--- src/rtl/writeback_stage.sv ---
// writeback_stage: MEM->WB pipeline register and result formatter.
// Formats load data (byte/half lane select with sign or zero extension),
// selects the final result from ALU, load data or PC+4, and registers it
// together with the register-file write controls. The register file commits
// on the following negedge, so decode sees the value in the same cycle.
// Also keeps a free-running count of instructions captured into WB.
// Byte-lane handling assumes a 32-bit datapath.
module writeback_stage #(
  parameter int DATA_WIDTH    = 32,
  parameter int ADDRESS_WIDTH = 5
) (
  input  logic                     clk,
  input  logic                     rst,
  input  logic                     stall,
  input  logic                     flush,
  input  logic                     valid_m,
  input  logic                     reg_write_m,
  input  logic [1:0]               result_src_m,
  input  logic [2:0]               funct3_m,
  input  logic [ADDRESS_WIDTH-1:0] rd_m,
  input  logic [DATA_WIDTH-1:0]    alu_result_m,
  input  logic [DATA_WIDTH-1:0]    read_data_m,
  input  logic [DATA_WIDTH-1:0]    pc_plus4_m,
  output logic                     valid_w,
  output logic                     reg_write_w,
  output logic [ADDRESS_WIDTH-1:0] rd_w,
  output logic [DATA_WIDTH-1:0]    result_w,
  output logic [31:0]              retired
);

  // Result select encodings; 2'b11 falls through to the ALU result.
  localparam logic [1:0] SRC_ALU  = 2'b00;
  localparam logic [1:0] SRC_LOAD = 2'b01;
  localparam logic [1:0] SRC_PC4  = 2'b10;

  // RV32I load funct3 encodings; reserved codes load the full word.
  localparam logic [2:0] F3_LB  = 3'b000;
  localparam logic [2:0] F3_LH  = 3'b001;
  localparam logic [2:0] F3_LBU = 3'b100;
  localparam logic [2:0] F3_LHU = 3'b101;

  logic [7:0]               w_byte;
  logic [15:0]              w_half;
  logic [DATA_WIDTH-1:0]    w_load;
  logic [DATA_WIDTH-1:0]    w_result;
  logic                     w_write_en;

  logic                     r_valid;
  logic                     r_reg_write;
  logic [ADDRESS_WIDTH-1:0] r_rd;
  logic [DATA_WIDTH-1:0]    r_result;
  logic [31:0]              r_retired;

  // Pick the addressed byte and half out of the aligned memory word.
  always_comb begin
    // NOTE: every variable gets a default first so no path can infer a latch.
    w_byte = read_data_m[7:0];
    w_half = read_data_m[15:0];
    case (alu_result_m[1:0])
      2'd0:    w_byte = read_data_m[7:0];
      2'd1:    w_byte = read_data_m[15:8];
      2'd2:    w_byte = read_data_m[23:16];
      default: w_byte = read_data_m[31:24];
    endcase
    // Halfword lane comes from the upper address bit only; bit 0 is ignored,
    // so misaligned halves silently read the enclosing aligned half.
    if (alu_result_m[1]) begin
      w_half = read_data_m[31:16];
    end
  end

  // Extend the selected lane according to the load type.
  always_comb begin
    w_load = read_data_m;
    case (funct3_m)
      F3_LB:   w_load = {{24{w_byte[7]}}, w_byte};
      F3_LBU:  w_load = {24'h000000, w_byte};
      F3_LH:   w_load = {{16{w_half[15]}}, w_half};
      F3_LHU:  w_load = {16'h0000, w_half};
      default: w_load = read_data_m;
    endcase
  end

  // Final result mux; only the load path is formatted.
  always_comb begin
    w_result = alu_result_m;
    case (result_src_m)
      SRC_ALU:  w_result = alu_result_m;
      SRC_LOAD: w_result = w_load;
      SRC_PC4:  w_result = pc_plus4_m;
      default:  w_result = alu_result_m;
    endcase
  end

  // Writes to x0 and writes from bubbles are never issued.
  assign w_write_en = valid_m & reg_write_m & (rd_m != '0);

  // Pipeline register: reset > flush (bubble) > stall (hold) > capture.
  always_ff @(posedge clk) begin
    // NOTE: non-blocking assignments so every register samples pre-edge values.
    if (rst) begin
      r_valid     <= 1'b0;
      r_reg_write <= 1'b0;
      r_rd        <= '0;
      r_result    <= '0;
    end else if (flush) begin
      r_valid     <= 1'b0;
      r_reg_write <= 1'b0;
      r_rd        <= '0;
      r_result    <= '0;
    end else if (!stall) begin
      r_valid     <= valid_m;
      r_reg_write <= w_write_en;
      r_rd        <= rd_m;
      r_result    <= w_result;
    end
  end

  // Retired count: bumps on every capture of a real instruction, wraps freely.
  always_ff @(posedge clk) begin
    if (rst) begin
      r_retired <= 32'h0;
    end else if (!flush && !stall) begin
      r_retired <= r_retired + {31'h0, valid_m};
    end
  end

  assign valid_w     = r_valid;
  assign reg_write_w = r_reg_write;
  assign rd_w        = r_rd;
  assign result_w    = r_result;
  assign retired     = r_retired;

endmodule

--- config.mk ---
export PLATFORM = sky130hd
export DESIGN_NAME = writeback_stage
export DESIGN_NICKNAME = d
export VERILOG_FILES = /design/src/rtl/writeback_stage.sv
export SDC_FILE = /design/constraint.sdc
export NUM_CORES = 1
export LEC_CHECK = 0
export CORE_MARGIN = 2
export CORE_UTILIZATION = 35
export DETAILED_ROUTE_END_ITERATION = 16
export PLACE_DENSITY = 0.72
export SLEW_MARGIN = 25
export SYNTH_ARGS = -nofsm -noshare
export SYNTH_HDL_FRONTEND = slang
export SYNTH_SLANG_ARGS = --single-unit
--- constraint.sdc ---
create_clock -name clk -period 1.61 [get_ports clk]
set_input_delay 0.322 -clock clk [delete_from_list [all_inputs] [get_ports clk]]
set_output_delay 0.322 -clock clk [all_outputs]
set_load 0.05 [all_outputs]
==> impl_metrics.env <==
export IMPL_status="finished with violations"
export IMPL_violations="negative setup slack"
export IMPL_grt_pass1_wl_um=25400
export IMPL_fin_ws_ns=-0.0542
export IMPL_internal_power_mw=3.69
export IMPL_diodes=0
export IMPL_yosysTopAreaCell="dfxtp_1"
export IMPL_netlist_instances=470
export IMPL_grt_util_all_layers_pct=25.5
export IMPL_syn_to_final_growth_pct=74.5
export IMPL_final_max_slew_viol_count=0
export IMPL_worstHoldPathType="input pin to register"
export IMPL_core_area_sq_um=11000
export IMPL_rows=38
export IMPL_layout_drive_gt1_share_pct=33.4
export IMPL_antenna_found_initial=1
export IMPL_vias=5013
export IMPL_critical_path_slowest_cell="dfxtp_4"
export IMPL_clk_latency_ns=0.33
export IMPL_cts_tree="yes"
export IMPL_worst_path_max_fanout=17
export IMPL_period_share_pct=103
export IMPL_pwr_share_comb_pct=23.0
export IMPL_nets=817
export IMPL_synth_cell_types=52
export IMPL_clock_power_share_pct=41.5
export IMPL_synthTopCellsByCount="dfxtp_1 (71), a21oi_1 (59), clkbuf_1 (27)"
export IMPL_gr_total_overflow=0
export IMPL_finalClockSkew_ns=0.00811
export IMPL_fill_cells=911
export IMPL_async_reset_ff_share_pct=0
export IMPL_portBuffers=182
export IMPL_multiInputGateArea_sq_um=2510
export IMPL_synthFlopType="dfxtp_1"
export IMPL_synth_nets=586
export IMPL_drt_initial_drc_count=394
export IMPL_grt_max_degree=25
export IMPL_cp_end_kind="register"
export IMPL_synthTopCellsByArea="dfxtp_1 (36%), a21oi_1 (7.4%), o221ai_1 (5.7%), mux2i_1 (4.5%), or4_1 (3.4%)"
export IMPL_rsz0062_at_grt="yes"
export IMPL_finalWirelength_um=16600
export IMPL_htreeDepth=3
export IMPL_clk_path_buf_depth=2
export IMPL_synth_top_area_share_pct=35.6
export IMPL_cts_root_buf="clkbuf_16"
export IMPL_die_area_sq_um=12300
export IMPL_cp_arrival_ns=1.88
export IMPL_max_cap_viol_count=0
export IMPL_swShare_pct=27.4
export IMPL_grt_pass1_vias=5030
export IMPL_clkTransAtPathRegs_ns=0.06
export IMPL_vdd_drop_max_mv=0.504
export IMPL_crit_chain="ha_4 -> and3_4 -> nand4_1 -> buf_6 -> nor4_2 -> mux2_1"
export IMPL_seqPwrFrac_pct=35.5
export IMPL_die_h_um=111
export IMPL_yosysSeqAreaShare_pct=35.6
export IMPL_ant_nets=0
export IMPL_numPlacedInstances=821
export IMPL_ys_seq_elements=71
export IMPL_cp_data_required_time_ns=1.83
export IMPL_wire_per_inst_um=19.6
export IMPL_syn_area_sq_um=3990
export IMPL_drt_pass1_iterations=8
export IMPL_synth_most_common_cell="dfxtp_1"
export IMPL_synth_edf_count=0
export IMPL_crit_type="register to register"
export IMPL_fmax_mhz=601
export IMPL_cts_inserted_buffers=9
export IMPL_post_layout_nonfiller_instances=846
export IMPL_drcViolationCount=0
export IMPL_final_setup_viol_count=7
export IMPL_via_per_inst=5.93
export IMPL_relSlewSlack_pct=71.9
export IMPL_avgSynthCellArea_sq_um=8.48
export IMPL_max_stage_delay_ns=0.35
export IMPL_p_per_area_nw_per_um2=729
export IMPL_gp_congestion=0.910
export IMPL_period_needed_ns=1.66
export IMPL_power_switching_mw=1.39
export IMPL_holdWs_ns=0.455
export IMPL_ios=183
export IMPL_initial_core_util_pct=36.3
export IMPL_hold_viol_final=0
export IMPL_dieWidth_um=111
export IMPL_yosysWarnings=0
export IMPL_cts_sinks=71
export IMPL_worst_pin_slew_ns=0.421
export IMPL_critical_path_startpoint_type="register"
export IMPL_hpwlAfterDp_um=12400
export IMPL_p_leak_nw=2.71
export IMPL_register_area_sq_um=1500
metrics by stage:
step	power, mW	utilization [%]	worst slack, ns	cell area (sq um)	setup TNS [ns]
CTS	5.10	62.9	-0.0421	6910	-0.133
global placement	2.94	58.9	-0.749	6470	-31.69
finish	5.08	63.4	-0.0542	6960	-0.162
detailed placement	2.95	58.9	-0.659	6470	-32.34
global route	5.26	63.4	-0.115	6960	-0.734
floorplan	2.33	-	-0.146	4130	-0.732
worst max-delay path: cells and delay by family, from the launching register on:
kind | cells | cell delay [ns]
adders and majority gates | 1 | 0.12
buffers and inverters | 1 | 0.18
and+or+nand+nor | 3 | 0.56
muxes | 1 | 0.34
DFF | 1 | 0.35
layout make-up:
type                    instances  area share [%]
repair buffers                258            34.6
inverters                      14           0.755
multi-input cells             347            36.0
clock inverters                 7            1.26
well taps                     140            2.52
flip-flops and latches         71            21.6
clock buffers                   9            3.24
per-layer routing:
layer  vias up  wire length [um]  global-route usage, %
li1       2289                 -                      -
met1      2379              6410                   31.1
met2       306              8160                   43.1
met3        37              1550                   6.67
met4         2               437                   9.58
met5         -                17                      0
cells by family after synthesis:
group,count (synthesis),synth area share [%]
mux,23,5.93
buf+inv,54,5.74
fa+ha+maj,4,1.26
xor+xnor,9,1.98
flops,71,35.6
simple gates,134,19.5
compound gates,175,30.0
cell usage in the layout (no fill, tap or decap), drive strengths merged, types with 3 or more instances in the layout:
cell type      Yosys  final
a211oi             8      8
a21oi             59     59
a221o              7      7
a222oi             8      8
a22oi             16     16
and3               3      3
and4               5      5
buf               13    148
clkbuf            27     14
clkdlybuf4s50      0     98
clkinv             1      4
dfxtp             71     71
dlygate4sd2        0      5
ha                 4      4
inv               13     13
mux2               5      5
mux2i             18     18
nand2             21     21
nand2b             4      4
nand3             11     13
nand4              9      9
nor2              24     24
nor2b             18     18
nor3               7      7
o2111ai            3      3
o21ai             21     21
o221ai            26     26
o31ai             17     17
or3                4      4
or4               18     18
xor2               8      8
state kept, by name, indices dropped and copies added (netlist names):
name,count
retired,32
reg_write_w,1
rd_w,5
result_w,32
valid_w,1
power groups by stage:
stage	Clock, mW	Combinational [mW]	Sequential (mW)
final	2.11	1.17	1.80
after global routing	2.23	1.23	1.81
after CTS	2.15	1.15	1.80
after detailed placement	0	1.11	1.84
after global placement	0	1.10	1.84
after floorplan	0	0.357	1.98
path summary, 6_finish.rpt:
path                   start  depth (start not counted)  slack [ns]            to
max               retired[0]                          6       -0.05   retired[31]
min          read_data_m[31]                          4        0.46  result_w[31]
max reg2reg       retired[0]                          6       -0.05   retired[31]
min reg2reg      retired[26]                          2        0.49   retired[26]
what timing repair did:
action | 4_1_cts | 5_1_grt
hold buffers | 0 | 0
pin swaps | 4 | 5
cloned | 2 | 1
setup endpoints to repair | 53 | 35
resized for setup | 37 | 28
endpoints found under the hold margin | 0 | 0
buffers inserted | 5 | 2
(Power assumes the default switching activity.)
